--- config.mk ---
export PLATFORM = sky130hd
export DESIGN_NAME = serial_tx_arbiter
export DESIGN_NICKNAME = d
export VERILOG_FILES = /design/src/rtl/serial_pkg.sv /design/src/rtl/rr_arb2.sv /design/src/rtl/serial_tx_arbiter.sv
export SDC_FILE = /design/constraint.sdc
export NUM_CORES = 1
export LEC_CHECK = 0
export ABC_AREA = 1
export CAP_MARGIN = 15
export CELL_PAD_IN_SITES_DETAIL_PLACEMENT = 0
export CELL_PAD_IN_SITES_GLOBAL_PLACEMENT = 2
export CORE_UTILIZATION = 25
export CTS_BUF_LIST = sky130_fd_sc_hd__clkbuf_4 sky130_fd_sc_hd__clkbuf_8 sky130_fd_sc_hd__clkbuf_16
export CTS_CLUSTER_DIAMETER = 40
export CTS_CLUSTER_SIZE = 25
export DETAILED_ROUTE_END_ITERATION = 12
export PLACE_DENSITY_LB_ADDON = 0.1
export SLEW_MARGIN = 30
export SYNTH_ARGS = -nofsm -noshare
export SYNTH_HDL_FRONTEND = slang
export SYNTH_SLANG_ARGS = --single-unit
export TNS_END_PERCENT = 1
--- constraint.sdc ---
create_clock -name clk -period 2.1 [get_ports clk]
set_input_delay 0.42 -clock clk [delete_from_list [all_inputs] [get_ports clk]]
set_output_delay 0.42 -clock clk [all_outputs]
set_load 0.01 [all_outputs]
--- src/rtl/serial_pkg.sv ---
// serial_pkg: definitions shared by the serial transceiver and its controllers.
//   - Default byte width for the request/transmit data paths.
//   - Transmit-controller state encodings.
//   - The 2-bit baud-select encodings understood by serial_transceiver.
//   - max_u(): helper used to size the shared timing counter.
package serial_pkg;

  localparam int unsigned DATA_WIDTH_DEF = 8;

  localparam logic [2:0] ST_IDLE      = 3'd0;
  localparam logic [2:0] ST_START     = 3'd1;
  localparam logic [2:0] ST_WAIT_BUSY = 3'd2;
  localparam logic [2:0] ST_WAIT_DONE = 3'd3;
  localparam logic [2:0] ST_GAP       = 3'd4;

  localparam logic [1:0] RATE_9600    = 2'd0;
  localparam logic [1:0] RATE_19200   = 2'd1;
  localparam logic [1:0] RATE_57600   = 2'd2;
  localparam logic [1:0] RATE_115200  = 2'd3;
  localparam logic [1:0] RATE_DEFAULT = RATE_9600;

  function automatic int unsigned max_u(input int unsigned a, input int unsigned b);
    return (a > b) ? a : b;
  endfunction

endpackage

--- src/rtl/rr_arb2.sv ---
// rr_arb2: two-requester round-robin arbiter.
//   clk, reset  : clock, asynchronous active-high reset (pointer -> 0)
//   valid0_i/1_i: request lines
//   advance_i   : a grant was taken this cycle; pointer moves past the winner
//   sel_o       : combinational winner index
//   ptr_o       : current priority pointer
module rr_arb2 (
  input  logic clk,
  input  logic reset,
  input  logic valid0_i,
  input  logic valid1_i,
  input  logic advance_i,
  output logic sel_o,
  output logic ptr_o
);

  logic ptr_q;

  // A lone requester wins outright; with both or neither, the pointer decides.
  always_comb begin
    sel_o = ptr_q;
    if (valid0_i ^ valid1_i) begin
      sel_o = valid1_i;
    end
  end

  always_ff @(posedge clk or posedge reset) begin
    if (reset) begin
      ptr_q <= 1'b0;
    end else if (advance_i) begin
      ptr_q <= ~sel_o;
    end
  end

  assign ptr_o = ptr_q;

endmodule

--- src/rtl/serial_tx_arbiter.sv ---
// serial_tx_arbiter: shares one serial transmitter between two byte sources.
// Frames are sequenced as start pulse -> wait busy -> wait idle -> gap; the
// baud select is only allowed to follow cfg_rate while idle.
//   clk, reset           : clock, asynchronous active-high reset
//   reqN_valid/data/ready: source N byte handshake (ready is combinational)
//   cfg_rate             : requested baud select
//   rate_sel             : baud select to the transceiver (frozen mid-frame)
//   tx_start             : one-cycle frame start pulse
//   tx_data              : byte to transmit, stable for the whole frame
//   tx_busy              : transceiver shifting a frame
//   grant                : owner of the current / most recent frame
//   err                  : one-cycle pulse when busy fails to rise in time
module serial_tx_arbiter
  import serial_pkg::*;
#(
  parameter int unsigned DATA_WIDTH  = DATA_WIDTH_DEF,
  parameter int unsigned GAP_CYCLES  = 16,
  parameter int unsigned ACK_TIMEOUT = 32
) (
  input  logic                  clk,
  input  logic                  reset,
  input  logic                  req0_valid,
  input  logic [DATA_WIDTH-1:0] req0_data,
  output logic                  req0_ready,
  input  logic                  req1_valid,
  input  logic [DATA_WIDTH-1:0] req1_data,
  output logic                  req1_ready,
  input  logic [1:0]            cfg_rate,
  output logic [1:0]            rate_sel,
  output logic                  tx_start,
  output logic [DATA_WIDTH-1:0] tx_data,
  input  logic                  tx_busy,
  output logic                  grant,
  output logic                  err
);

  localparam int unsigned CNT_MAX    = max_u(GAP_CYCLES, ACK_TIMEOUT);
  localparam int unsigned CW         = (CNT_MAX < 1) ? 1 : $clog2(CNT_MAX + 1);
  localparam int unsigned ACK_LAST_I = (ACK_TIMEOUT == 0) ? 0 : ACK_TIMEOUT - 1;
  localparam int unsigned GAP_LAST_I = (GAP_CYCLES == 0) ? 0 : GAP_CYCLES - 1;
  localparam logic [CW-1:0] ACK_LAST = ACK_LAST_I[CW-1:0];
  localparam logic [CW-1:0] GAP_LAST = GAP_LAST_I[CW-1:0];

  logic [2:0]            state_q, state_d;
  logic [CW-1:0]         cnt_q, cnt_d;
  logic [DATA_WIDTH-1:0] tx_data_q, tx_data_d;
  logic [1:0]            rate_q, rate_d;
  logic                  grant_q, grant_d;
  logic                  start_q, start_d;
  logic                  err_q, err_d;
  logic                  sel;
  logic                  ptr;
  logic                  in_idle;
  logic                  handshake;

  assign in_idle   = (state_q == ST_IDLE);
  assign handshake = in_idle && (sel ? req1_valid : req0_valid);

  rr_arb2 u_arb (
    .clk       (clk),
    .reset     (reset),
    .valid0_i  (req0_valid),
    .valid1_i  (req1_valid),
    .advance_i (handshake),
    .sel_o     (sel),
    .ptr_o     (ptr)
  );

  always_comb begin
    state_d   = state_q;
    cnt_d     = cnt_q;
    tx_data_d = tx_data_q;
    rate_d    = rate_q;
    grant_d   = grant_q;
    start_d   = 1'b0;
    err_d     = 1'b0;
    case (state_q)
      ST_IDLE: begin
        rate_d = cfg_rate;
        if (handshake) begin
          tx_data_d = sel ? req1_data : req0_data;
          grant_d   = sel;
          start_d   = 1'b1;
          state_d   = ST_START;
        end
      end
      ST_START: state_d = ST_WAIT_BUSY;
      ST_WAIT_BUSY: begin
        if (tx_busy) begin
          state_d = ST_WAIT_DONE;
        end else if (cnt_q == ACK_LAST) begin
          err_d   = 1'b1;
          state_d = ST_IDLE;
        end else begin
          cnt_d = cnt_q + CW'(1);
        end
      end
      ST_WAIT_DONE: begin
        if (!tx_busy) begin
          state_d = (GAP_CYCLES > 0) ? ST_GAP : ST_IDLE;
        end
      end
      ST_GAP: begin
        if (cnt_q == GAP_LAST) begin
          state_d = ST_IDLE;
        end else begin
          cnt_d = cnt_q + CW'(1);
        end
      end
      default: state_d = ST_IDLE;
    endcase
    // Every state entry starts the shared counter from zero.
    if (state_d != state_q) begin
      cnt_d = '0;
    end
  end

  always_ff @(posedge clk or posedge reset) begin
    if (reset) begin
      state_q   <= ST_IDLE;
      cnt_q     <= '0;
      tx_data_q <= '0;
      rate_q    <= RATE_DEFAULT;
      grant_q   <= 1'b0;
      start_q   <= 1'b0;
      err_q     <= 1'b0;
    end else begin
      state_q   <= state_d;
      cnt_q     <= cnt_d;
      tx_data_q <= tx_data_d;
      rate_q    <= rate_d;
      grant_q   <= grant_d;
      start_q   <= start_d;
      err_q     <= err_d;
    end
  end

  assign req0_ready = in_idle && !sel;
  assign req1_ready = in_idle && sel;
  assign rate_sel   = rate_q;
  assign tx_start   = start_q;
  assign tx_data    = tx_data_q;
  assign grant      = grant_q;
  assign err        = err_q;

  logic unused_ptr;
  assign unused_ptr = ptr;

endmodule

==> summary.md <==
| Metric | Value |
|---|---|
| Slack of the critical path | `113 ps` |
| DP Worst Slack | `-618 ps` |
| Final max-slew violation count | `0` |
| Starting Density | `0.264` |
| DRC | `2` |
| Yosys warns | `0` |
| Wire per inst | `12.3 um` |
| Die Area | `0.00498 sq mm` |
| Mapped Cells | `142` |
| Iteration-0 DRC Markers | `27` |
| Vias in the first global route | `1149` |
| Crit Path Class | `in2out` |
| Total number of vias | `1089` |
| Clock Path Buffers | `2` |
| GRT Util Overall | `0.131` |
| TritonCTS clock tree | `built` |
| Routed wl met3 | `120 um` |
| Fmax | `503 MHz` |
| XOR/XNOR Fraction of Synth Area | `0.0298` |
| Final instance area | `0.00172 sq mm` |
| Sink Count | `23` |
| Diode count | `0` |
| Total power | `around 2.1 mW` |
| Port bufs | `37` |
| Layout cell share with drive strength beyond 1 | `0.160` |
| Required time worst endpoint | `about 1700 ps` |
| Hold crit path type | `in2async` |
| Cell Pwr Density | `between 1000 and 1500 mW/mm^2` |
| Worst-Margin Slew | `465 ps` |
| Critical Path AT | `1570 ps` |
| Placement row count | `24` |
| Mapped Area | `0.00117 sq mm` |
| Leak Pwr | `0.790 nW` |
| GP Congestion | `0.740` |
| Crit. End Element | `output port` |
| Layout fillers | `473` |
| Largest family of logic cells by synthesized area | `simple AND/OR/NAND/NOR gates` |
| Max-slew headroom | `0.688` |
| Area of the multi-input gates | `543 sq um` |
| Reg2Reg Setup Slack | `~500 ps` |
| Mux contribution to synthesized area | `0.0192` |
| Worst setup SP type | `primary input` |
| Ports | `38` |
| Comb power frac | `0.522` |
| DRT antenna net count | `0` |
| Cts bufs inserted | `3` |
| Crit Path Max Fanout | `3` |
| Drt pass-1 iters | `8` |
| Top layer in use | `met4` |
| Psw | `0.846 mW` |
| Net Sw Frac | `0.402` |
| Hold_buf cts | `0` |
| Skew final | `3.09 ps` |
| Status | `finished, violations left` |
| Synth Area in Adders | `0.0213` |
| Core area | `0.00444 sq mm` |
| Int Power | `1.26 mW` |
| #FFs+latches synth | `23` |
| Max-Cap Viols | `0` |
| HPWL Detailed | `2120 um` |
| H-tree level count | `1` |
| Final Setup Violations | `0` |
| Remaining Overflow, GRT | `0` |
| Root buffer cell | `clkbuf_8` |
| CP Capture Point | `req1_ready` |
| First-pass GRT wire length | `about 5100 um` |
| Clock latency on the worst-skew pair | `between 200 and 300 ps` |
| Most common cell after layout, fill and taps aside | `clkdlybuf4s50_1` |
| Clock group share of total power | `0.142` |
| RSZ-0062 raised after global routing | `false` |
| Routed WL | `2930 um` |
| Worst-path clk slew | `90 ps` |
| Sequential Power Share | `0.336` |
| Chip width | `70.6 um` |
| Die Y-Extent | `70.6 um` |
| M1 WL | `1380 um` |
| Reg2Reg Capture Point | `cnt_q[2]` |
| Failing checks | `design-rule violations` |
| Library cells used by synthesis | `22` |
| Most frequent cells in the layout | `clkdlybuf4s50_1 (33), nand3_1 (32), nand2_1 (28), dfrtp_1 (23), nor2_1 (12)` |
| Net Count, Synth | `167` |
| Reg2reg start | `cnt_q[0]` |
| Register area share after synthesis | `0.490` |
| Reg area | `576 sq um` |
| R2R depth | `9` |
| Compound-Gate Fraction of Synth Area | `0.0330` |
| Initial antenna violation count | `0` |
| Hold Violations, Final | `0` |
| Via/cell ratio | `roughly 4.6` |
| Fin crit period | `1990 ps` |
| Fraction of the mapped netlist area in simple logic gates | `0.340` |
| Fin nets | `213` |
| Area grow syn2layout | `46.0%` |
| Cell Area, Placed | `between 0.0015 and 0.002 sq mm` |
| Critical path launch point | `req1_valid` |
| Synthesized area per cell | `slightly above 8 sq um` |
| Worst vdd ir | `about 0.36 mV` |
| Met2 routed WL | `around 1400 um` |
| Pin count of the biggest net entering global routing | `24` |
| Placed instance count | `between 200 and 250` |
| Final worst-path cycle share | `0.946` |
| Non-filler cells, final | `between 200 and 250` |
==> per-stage QoR <==
step	TNS, ps	hold WS (ps)	util
after floorplan	0	422	-
after global placement	-1200	467	0.367
after detailed placement	-1650	482	0.367
after CTS	0	503	0.386
after global routing	0	530	0.386
final	0	484	0.386
==> worst max-delay path, cell delays in order <==
cell	delay [ps]
dlygate4sd2_1	230
inv_1	110
ha_4	210
or2_4	250
nand2_4	90
buf_6	90
nor2_1	30
buf_2	140
==> logic make-up (layout without fill, tap and decap cells) <==
| family | count (synthesis) | after routing |
|---|---|---|
| buf+inv | 20 | 65 |
| compound gates | 7 | 7 |
| simple gates | 84 | 84 |
| mux | 2 | 2 |
| flops | 23 | 23 |
| xor+xnor | 4 | 4 |
| fa+ha+maj | 2 | 2 |
==> per-layer routing <==
layer  up-vias  global-route usage
met2        22               0.225
met5         -                   0
met3         4              0.0228
li1        550                   -
met4         0              0.0556
met1       513               0.162
==> layout make-up <==
class,count,area share
timing repair buffer,44,0.241
multi-input combinational,99,0.317
sequential,23,0.336
clock buffer,4,0.0284
tap,52,0.0379
inverter,17,0.0401
==> power groups by stage <==
stage	registers (mW)	clock network, mW	logic (mW)
2_1_floorplan	0.754	0	0.583
3_3_place_gp	0.711	0	1.08
3_5_place_dp	0.714	0	1.10
4_1_cts	0.708	0.310	1.12
5_1_grt	0.732	0.326	1.24
6_report	0.706	0.300	1.10
==> worst min-delay path by stage <==
stage / start / end / slack (ps)
finish: reset / tx_data[2] / 480
global route: tx_data[1] / tx_data[1] / 530
CTS: reset / tx_data[2] / 500
detailed placement: u_arb.ptr_o / u_arb.ptr_o / 480
global placement: grant / grant / 470
floorplan: reset / cnt_q[0] / 420
==> Yosys cell counts, drive strengths merged <==
library cell  instances  area share
nand4                 3       0.029
ha                    2       0.021
nor2                 13       0.044
xor2                  4       0.030
buf                   1      0.0064
nor3                  2      0.0085
clkinv                2      0.0064
nand2                32        0.11
inv                  15       0.048
dfrtp                23        0.49
mux2                  2       0.019
clkbuf                2      0.0064
a21oi                 2       0.012
o21ai                 5       0.021
or2                   1      0.0053
nand3                33        0.14
==> registers in the layout (all words and copies together), names as in the netlist <==
name	count
u_arb.ptr_o	1
tx_data	8
tx_start	1
rate_sel	2
state_q	3
err	1
grant	1
cnt_q	6
==> timing repair <==
item | 4_1_cts | 5_1_grt
setup buffers | 2 | 0
resized for setup | 18 | 0
endpoints found under the setup margin | 2 | 0
Note: power is estimated with default switching activity, not from simulation.
